<file path="config.mk">
export PLATFORM = sky130hd
export DESIGN_NAME = inst_d_flat
export DESIGN_NICKNAME = d
export VERILOG_FILES = /design/src/rtl/isa_pkg.sv /design/src/rtl/inst_d_if.sv /design/src/rtl/reg_file.sv /design/src/rtl/inst_d.sv /design/src/flat_wrapper.sv
export SDC_FILE = /design/constraint.sdc
export NUM_CORES = 2
export LEC_CHECK = 0
export CORE_ASPECT_RATIO = 0.75
export CORE_MARGIN = 5
export CORE_UTILIZATION = 50
export DETAILED_ROUTE_END_ITERATION = 16
export PLACE_DENSITY = 0.69
export SLEW_MARGIN = 40
export SYNTH_ARGS = -nofsm -noshare
export SYNTH_HDL_FRONTEND = slang
export SYNTH_SLANG_ARGS = --single-unit
</file>
<file path="constraint.sdc">
create_clock -name clk -period 9.9 [get_ports clk]
set_input_delay 1.98 -clock clk [delete_from_list [all_inputs] [get_ports clk]]
set_output_delay 1.98 -clock clk [all_outputs]
set_load 0.05 [all_outputs]
</file>
<file path="src/rtl/isa_pkg.sv">
// Shared ISA definitions for the decode stage: opcodes, control-bit layout
// and the packed ID/EX pipeline register bundle.
package isa_pkg;

  localparam logic [5:0] OP_ADD  = 6'b000000;
  localparam logic [5:0] OP_SUB  = 6'b000010;
  localparam logic [5:0] OP_ADDI = 6'b000001;
  localparam logic [5:0] OP_LDW  = 6'b001100;
  localparam logic [5:0] OP_STW  = 6'b001101;
  localparam logic [5:0] OP_BEQ  = 6'b001111;
  localparam logic [5:0] OP_JR   = 6'b010000;
  localparam logic [5:0] OP_HALT = 6'b010001;

  localparam int CTRL_REG_WE  = 7;
  localparam int CTRL_MEM_RD  = 6;
  localparam int CTRL_MEM_WE  = 5;
  localparam int CTRL_ALU_SRC = 4;
  localparam int CTRL_IS_BR   = 3;
  localparam int CTRL_IS_JR   = 2;
  localparam int CTRL_HALT    = 1;
  localparam int CTRL_ALU_SUB = 0;

  // Field order matches the bit indices above (first field is the MSB).
  typedef struct packed {
    logic reg_we;
    logic mem_rd;
    logic mem_we;
    logic alu_src;
    logic is_br;
    logic is_jr;
    logic halt;
    logic alu_sub;
  } ctrl_t;

  typedef struct packed {
    logic [31:0] rs_val;
    logic [31:0] rt_val;
    logic [31:0] imm;
    logic [4:0]  dest;
    ctrl_t       ctrl;
    logic [31:0] add;
    logic [31:0] pc4;
  } idex_t;

endpackage

</file>
<file path="src/rtl/inst_d_if.sv">
// Fetch-to-decode link: instruction word and PC+4 forward, stall request back.
interface inst_d_if;

  logic [31:0] instruction;
  logic [31:0] pc4_dc;
  logic        hazard;

  modport master (output instruction, output pc4_dc, input hazard);
  modport slave  (input instruction, input pc4_dc, output hazard);

endinterface

</file>
<file path="src/rtl/reg_file.sv">
// Architectural register file with write-through read ports; r0 is hardwired
// to zero and the array is intentionally left out of reset.
module reg_file #(
  parameter int NREG = 32,
  parameter int DW   = 32
) (
  input  logic          clk,
  input  logic          we,
  input  logic [4:0]    waddr,
  input  logic [DW-1:0] wdata,
  input  logic [4:0]    raddr_a,
  input  logic [4:0]    raddr_b,
  output logic [DW-1:0] rdata_a,
  output logic [DW-1:0] rdata_b
);

  logic [DW-1:0] mem [NREG];

  always_ff @(posedge clk) begin
    if (we && waddr != 5'd0) begin
      mem[waddr] <= wdata;
    end
  end

  // Same-cycle writeback is forwarded so decode never sees a stale value.
  always_comb begin
    rdata_a = '0;
    if (raddr_a != 5'd0) begin
      rdata_a = (we && waddr == raddr_a) ? wdata : mem[raddr_a];
    end
  end

  always_comb begin
    rdata_b = '0;
    if (raddr_b != 5'd0) begin
      rdata_b = (we && waddr == raddr_b) ? wdata : mem[raddr_b];
    end
  end

endmodule

</file>
<file path="src/rtl/inst_d.sv">
// Instruction decode stage: IF/ID register, register-file read, load-use
// stall detection and the ID/EX pipeline register.
module inst_d
  import isa_pkg::*;
#(
  parameter int NREG = 32,
  parameter int DW   = 32
) (
  input  logic          clk,
  input  logic          rst,
  inst_d_if.slave       fe,
  input  logic          flush,
  input  logic          wb_we,
  input  logic [4:0]    wb_rd,
  input  logic [DW-1:0] wb_data,
  output logic [DW-1:0] ex_rs_val,
  output logic [DW-1:0] ex_rt_val,
  output logic [DW-1:0] ex_imm,
  output logic [4:0]    ex_dest,
  output logic [7:0]    ex_ctrl,
  output logic [DW-1:0] ex_add,
  output logic [DW-1:0] ex_pc4
);

  logic [31:0]   instr_q, instr_d;
  logic [DW-1:0] pc4_q, pc4_d;
  idex_t         idex_q, idex_d;

  logic [5:0]    op;
  logic [4:0]    rs, rt, rd;
  logic [15:0]   imm;
  logic [7:0]    ctrl_bits;
  logic [4:0]    dest;
  logic          uses_rs, uses_rt;
  logic [DW-1:0] imm_ext;
  logic [DW-1:0] rs_val, rt_val;
  logic          load_use;

  assign op  = instr_q[31:26];
  assign rs  = instr_q[25:21];
  assign rt  = instr_q[20:16];
  assign rd  = instr_q[15:11];
  assign imm = instr_q[15:0];

  reg_file #(.NREG(NREG), .DW(DW)) u_reg_file (
    .clk     (clk),
    .we      (wb_we),
    .waddr   (wb_rd),
    .wdata   (wb_data),
    .raddr_a (rs),
    .raddr_b (rt),
    .rdata_a (rs_val),
    .rdata_b (rt_val)
  );

  always_comb begin
    ctrl_bits = '0;
    dest      = '0;
    uses_rs   = 1'b0;
    uses_rt   = 1'b0;
    case (op)
      OP_ADD:  begin ctrl_bits[CTRL_REG_WE] = 1'b1; dest = rd; uses_rs = 1'b1; uses_rt = 1'b1; end
      OP_SUB:  begin ctrl_bits[CTRL_REG_WE] = 1'b1; ctrl_bits[CTRL_ALU_SUB] = 1'b1;
                     dest = rd; uses_rs = 1'b1; uses_rt = 1'b1; end
      OP_ADDI: begin ctrl_bits[CTRL_REG_WE] = 1'b1; ctrl_bits[CTRL_ALU_SRC] = 1'b1;
                     dest = rt; uses_rs = 1'b1; end
      OP_LDW:  begin ctrl_bits[CTRL_REG_WE] = 1'b1; ctrl_bits[CTRL_MEM_RD] = 1'b1;
                     ctrl_bits[CTRL_ALU_SRC] = 1'b1; dest = rt; uses_rs = 1'b1; end
      OP_STW:  begin ctrl_bits[CTRL_MEM_WE] = 1'b1; ctrl_bits[CTRL_ALU_SRC] = 1'b1;
                     uses_rs = 1'b1; uses_rt = 1'b1; end
      OP_BEQ:  begin ctrl_bits[CTRL_IS_BR] = 1'b1; uses_rs = 1'b1; uses_rt = 1'b1; end
      OP_JR:   begin ctrl_bits[CTRL_IS_JR] = 1'b1; uses_rs = 1'b1; end
      OP_HALT: begin ctrl_bits[CTRL_HALT] = 1'b1; end
      default: ;
    endcase
    // Writing r0 is meaningless, so the write enable is dropped; this also
    // keeps the all-zero word a true no-op.
    if (dest == 5'd0) begin
      ctrl_bits[CTRL_REG_WE] = 1'b0;
    end
  end

  assign imm_ext = {{16{imm[15]}}, imm};

  assign load_use = idex_q.ctrl.mem_rd && (idex_q.dest != 5'd0) &&
                    ((uses_rs && idex_q.dest == rs) || (uses_rt && idex_q.dest == rt)) &&
                    !flush;
  assign fe.hazard = load_use;

  always_comb begin
    instr_d = instr_q;
    pc4_d   = pc4_q;
    if (flush) begin
      instr_d = '0;
      pc4_d   = '0;
    end else if (!load_use) begin
      instr_d = fe.instruction;
      pc4_d   = fe.pc4_dc;
    end
  end

  // A stall or flush injects an all-zero bubble into EX.
  always_comb begin
    idex_d = '0;
    if (!flush && !load_use) begin
      idex_d.rs_val = rs_val;
      idex_d.rt_val = rt_val;
      idex_d.imm    = imm_ext;
      idex_d.dest   = dest;
      idex_d.ctrl   = ctrl_t'(ctrl_bits);
      idex_d.add    = pc4_q + (imm_ext << 2);
      idex_d.pc4    = pc4_q;
    end
  end

  always_ff @(posedge clk) begin
    if (rst) begin
      instr_q <= '0;
      pc4_q   <= '0;
      idex_q  <= '0;
    end else begin
      instr_q <= instr_d;
      pc4_q   <= pc4_d;
      idex_q  <= idex_d;
    end
  end

  assign ex_rs_val = idex_q.rs_val;
  assign ex_rt_val = idex_q.rt_val;
  assign ex_imm    = idex_q.imm;
  assign ex_dest   = idex_q.dest;
  assign ex_ctrl   = idex_q.ctrl;
  assign ex_add    = idex_q.add;
  assign ex_pc4    = idex_q.pc4;

endmodule
</file>
<file path="src/flat_wrapper.sv">
// flat-port wrapper written by rule: the top's interface ports become plain ports
module inst_d_flat import isa_pkg::*;
#(
  parameter int NREG = 32,
  parameter int DW   = 32
)
  (clk, rst, flush, wb_we, wb_rd, wb_data, ex_rs_val, ex_rt_val, ex_imm, ex_dest, ex_ctrl, ex_add, ex_pc4, fe_instruction, fe_pc4_dc, fe_hazard);
  inst_d_if fe_i ();
  input  logic clk;
  input  logic rst;
  input  logic flush;
  input  logic wb_we;
  input  logic [4:0] wb_rd;
  input  logic [DW-1:0] wb_data;
  output logic [DW-1:0] ex_rs_val;
  output logic [DW-1:0] ex_rt_val;
  output logic [DW-1:0] ex_imm;
  output logic [4:0] ex_dest;
  output logic [7:0] ex_ctrl;
  output logic [DW-1:0] ex_add;
  output logic [DW-1:0] ex_pc4;
  input wire logic [$bits(fe_i.instruction)-1:0] fe_instruction;
  input wire logic [$bits(fe_i.pc4_dc)-1:0] fe_pc4_dc;
  output wire logic [$bits(fe_i.hazard)-1:0] fe_hazard;
  assign fe_i.instruction = fe_instruction;
  assign fe_i.pc4_dc = fe_pc4_dc;
  assign fe_hazard = fe_i.hazard;
  inst_d #(.NREG(NREG), .DW(DW)) u_core (.clk(clk), .rst(rst), .fe(fe_i), .flush(flush), .wb_we(wb_we), .wb_rd(wb_rd), .wb_data(wb_data), .ex_rs_val(ex_rs_val), .ex_rt_val(ex_rt_val), .ex_imm(ex_imm), .ex_dest(ex_dest), .ex_ctrl(ex_ctrl), .ex_add(ex_add), .ex_pc4(ex_pc4));
endmodule
</file>
==> reports/results.tsv <==
stage	metric	value	unit
synth	dominant cell type by area after synthesis	sky130_fd_sc_hd__edfxtp_1	
global_routing	number of antenna violations at the first check in global routing	15	
die	Core Rows	106	
die	die area	0.120	mm2
min_path	Cells on Worst Hold Path	1	
worst_setup_path	Critical R2R Launch	u_core.instr_q[16]	
timing	slew at the pin with the worst max-slew slack	0.895	ns
synth	cell count after synthesis	3322	
cts	clock edge transition at the registers on the reported setup and hold paths	0.07	ns
synth	Synth warnings	0	
worst_setup_path	destination of the worst register-to-register timing path	u_core.ex_rt_val[2]	
synth	Post-Synthesis Cell Area	0.0564	mm2
pwr	peak supply drop	149	uV
global_routing	vias in the first global route	33600	
worst_setup_path	critical path startpoint category	register	
cts	buffer levels on the longest clock path	3	
min_path	launch point of the worst hold path	u_core.pc4_q[1]	
global_routing	GRT Util Overall	26.3	%
route	WL final	159000	um
global_routing	largest net degree at the start of global routing	108	
worst_setup_path	setup slack on the worst flop-to-flop path	5.40	ns
worst_setup_path	critical path's slowest cell	sky130_fd_sc_hd__dfxtp_4	
min_path	HP Class	reg -> reg	
final_layout	area overhead of the layout relative to synthesis	16.1	%
route	overall via count from detail_route	33900	
die	core region area	0.112	mm2
synth	EDFF count, synth	1024	
die	Top Ports	279	
synth	dominant register cell in the synthesized netlist	sky130_fd_sc_hd__edfxtp_1	
worst_setup_path	cell depth of the worst flop-to-flop path	10	
worst_setup_path	critical path required time	7.92	ns
synth	async set or reset register ratio after synthesis	0	%
pwr	power per cell area	180	mW/mm2
route	number of antenna-violating nets in the routed design	0	
synth	count of unique library cells instantiated by Yosys	61	
die	die span in x	398	um
route	vias per inst	6.50	
timing	count of pins over their slew limit	0	
synth	post-synth top area share	54.6	%
route	first drt pass iteration count	6	
synth	most repeated cell in the gate-level netlist after synthesis	sky130_fd_sc_hd__edfxtp_1	
synth	synth cell count leaders	1024 x sky130_fd_sc_hd__edfxtp_1, 448 x sky130_fd_sc_hd__mux4_2, 253 x sky130_fd_sc_hd__mux2i_1	
cts	clock latency on the worst-skew pair	0.73	ns
place	total half-perimeter wirelength after legalization and detailed placement	97200	um
cts	Post-CTS Hold Fix Bufs	0	
timing	Relative slew margins	40.3	%
timing	unrepaired setup endpoints after global routing	no	
final_layout	Core Util, Final	58.6	%
synth	post-synthesis sequential area ratio	62.3	%
synth	top area cells in the synthesized netlist	sky130_fd_sc_hd__edfxtp_1 55%, sky130_fd_sc_hd__mux4_2 18%, sky130_fd_sc_hd__dfxtp_1 7.8%	
pwr	leakage power of the design	20.4	nW
cts	cell chosen for the clock root	sky130_fd_sc_hd__clkbuf_16	
cts	clk sink count	1243	
timing	setup TNS after final layout	0	ns
global_routing	total congestion overflow	0	
timing	number of failing setup endpoints in the final timing report	0	
timing	crit share post-route	60.7	%
place	number of buffer cells added on primary ports	278	
global_routing	wire length of the first global-routing pass	231000	um
cts	number of levels the H-tree was split into	3	
die	die height	301	um
worst_setup_path	critical path class	reg -> out	
cts	number of buffers inserted to repair setup after CTS	0	
place	number of instances in the placed design	4977	
flow_run	MaxCap Viol Count	0	
timing	Final Skew	0.0445	ns
route	wire per inst	30.6	um
final_layout	fraction of final layout cells with drive strength greater than 1	25.0	%
worst_setup_path	ordered cell list for the critical path	xnor2_1 -> nand4_1 -> a2111oi_0 -> o221a_4 -> nor2b_1 -> clkdlybuf4s50_1	
cts	Gates resized, CTS repair	0	
route	First DRT Iteration DRCs	3675	
place	RD Place Congestion	0.867	
final_layout	Layout Cells excl Fill	5216	
cts	number of buffers created by CTS	118	
synth	flip-flop and latch count after synthesis	1243	
min_path	Hold Crit Endpoint	u_core.ex_pc4[1]	
die	Starting Density	50.5	%
timing	Max Clock Freq	167	MHz
worst_setup_path	critical path arrival	4.02	ns
synth	syn_area_per_cell	17.0	um2
final_layout	Final nets	3724	
status	outcome	completed	
timing	Min Clock Period, post-route	6.00	ns
worst_setup_path	CP Max Fanout	49	
worst_setup_path	biggest cell delay along the critical path	0.88	ns
pwr	Total Power	11.8	mW
route	remaining routing DRC violations	0	
timing	endpoints failing hold	0	
cts	CTS tree	built	
worst_setup_path	Worst setup EP type	output port	
area by class of cell:
cell class	count	area (um2)
fillers	8359	46200
flip-flops and latches	1243	35200
multi-input cells	1832	20200
repair buffers	383	3840
clock buffers	162	3410
well taps	1512	1890
clock inverters	63	906
inverters	11	41.3
diodes	10	25.0
worst max-delay path, delay by kind of cell, from the launching register on:
family                 cells  cell delay, ns
flip-flops                 1            0.88
AO/OA/AOI/OAI              2            1.09
buffers and inverters      1            0.81
XOR/XNOR                   1            0.19
AND/OR/NAND/NOR            2            0.30
metal layers:
metal | track usage [%] | up-vias | share of wire [%]
met5 | 0 | - | 0.036
met4 | 9.16 | 8 | 3.9
met3 | 6.43 | 310 | 9.8
met2 | 41.0 | 1884 | 47
met1 | 36.7 | 17600 | 39
li1 | - | 14100 | -
flip-flops by register name, summed over array words and instances (netlist names), 8 cells and up:
| signal | count |
|---|---|
| u_core.ex_ctrl | 8 |
| u_core.pc4_q | 32 |
| u_core.ex_pc4 | 32 |
| u_core.instr_q | 32 |
| u_core.ex_rt_val | 32 |
| u_core.ex_rs_val | 32 |
| u_core.u_reg_file.mem | 1024 |
| u_core.ex_add | 30 |
| u_core.ex_imm | 16 |
metrics by stage:
step	hold WS (ns)	cell area (um2)	setup WS, ns
4_1_cts	0.468	65300	3.80
6_report	0.468	65400	3.90
3_5_place_dp	0.454	61000	4.56
5_1_grt	0.498	65400	3.78
3_3_place_gp	0.448	60700	4.45
2_1_floorplan	0.430	56500	5.17
worst max-delay path by stage:
stage                       startpoint                      endpoint  cells past startpoint
finish              u_core.instr_q[17]                     fe_hazard                      6
global route        u_core.instr_q[17]                     fe_hazard                      6
CTS                 u_core.instr_q[16]                     fe_hazard                      6
detailed placement            wb_rd[4]  u_core.u_reg_file.mem[4][17]                      6
global placement    u_core.instr_q[21]                     fe_hazard                      6
floorplan                     wb_rd[3]  u_core.u_reg_file.mem[12][0]                      6
layout by cell type, fill, tap and decap left out, types with 14 or more instances in the layout:
cell | Yosys | final
sky130_fd_sc_hd__a211o_1 | 36 | 36
sky130_fd_sc_hd__a211oi_1 | 26 | 25
sky130_fd_sc_hd__a21oi_1 | 135 | 135
sky130_fd_sc_hd__a221oi_1 | 24 | 24
sky130_fd_sc_hd__and2_1 | 49 | 49
sky130_fd_sc_hd__buf_4 | 44 | 77
sky130_fd_sc_hd__bufinv_16 | 0 | 21
sky130_fd_sc_hd__clkbuf_1 | 98 | 20
sky130_fd_sc_hd__clkbuf_16 | 0 | 124
sky130_fd_sc_hd__clkbuf_8 | 0 | 16
sky130_fd_sc_hd__clkdlybuf4s50_1 | 0 | 270
sky130_fd_sc_hd__clkinv_1 | 0 | 18
sky130_fd_sc_hd__conb_1 | 1 | 32
sky130_fd_sc_hd__dfxtp_1 | 219 | 208
sky130_fd_sc_hd__edfxtp_1 | 1024 | 1024
sky130_fd_sc_hd__ha_1 | 29 | 29
sky130_fd_sc_hd__mux2_2 | 112 | 112
sky130_fd_sc_hd__mux2i_1 | 253 | 253
sky130_fd_sc_hd__mux4_2 | 448 | 448
sky130_fd_sc_hd__nand2_1 | 67 | 65
sky130_fd_sc_hd__nand3_1 | 29 | 28
sky130_fd_sc_hd__nor2_1 | 205 | 172
sky130_fd_sc_hd__nor2_4 | 0 | 33
sky130_fd_sc_hd__nor2b_1 | 20 | 19
sky130_fd_sc_hd__nor3_1 | 79 | 78
sky130_fd_sc_hd__o21ai_0 | 26 | 26
sky130_fd_sc_hd__o221ai_1 | 36 | 36
sky130_fd_sc_hd__o22ai_1 | 73 | 73
sky130_fd_sc_hd__or3_1 | 15 | 14
sky130_fd_sc_hd__xnor2_1 | 28 | 28
kinds of logic (layout without fill, tap and decap cells):
group | Yosys count | after routing | synth area share (%)
buffers and inverters | 278 | 619 | 2.60
multiplexers | 813 | 813 | 24.6
other | 1 | 42 | 0.00665
flip-flops | 1243 | 1243 | 62.3
AND/OR/NAND/NOR | 511 | 511 | 4.32
AO/OA/AOI/OAI | 410 | 410 | 4.85
adder cells (fa/ha/maj) | 30 | 30 | 0.679
XOR/XNOR | 36 | 36 | 0.560
power breakdown:
group	internal, mW	leakage, nW	switching, mW
combinational	0.392	7.29	0.559
sequential	5.74	11.0	0.0770
clock	2.96	2.10	2.02
total	9.10	20.4	2.66
Note: power is estimated with default switching activity, not from simulation.
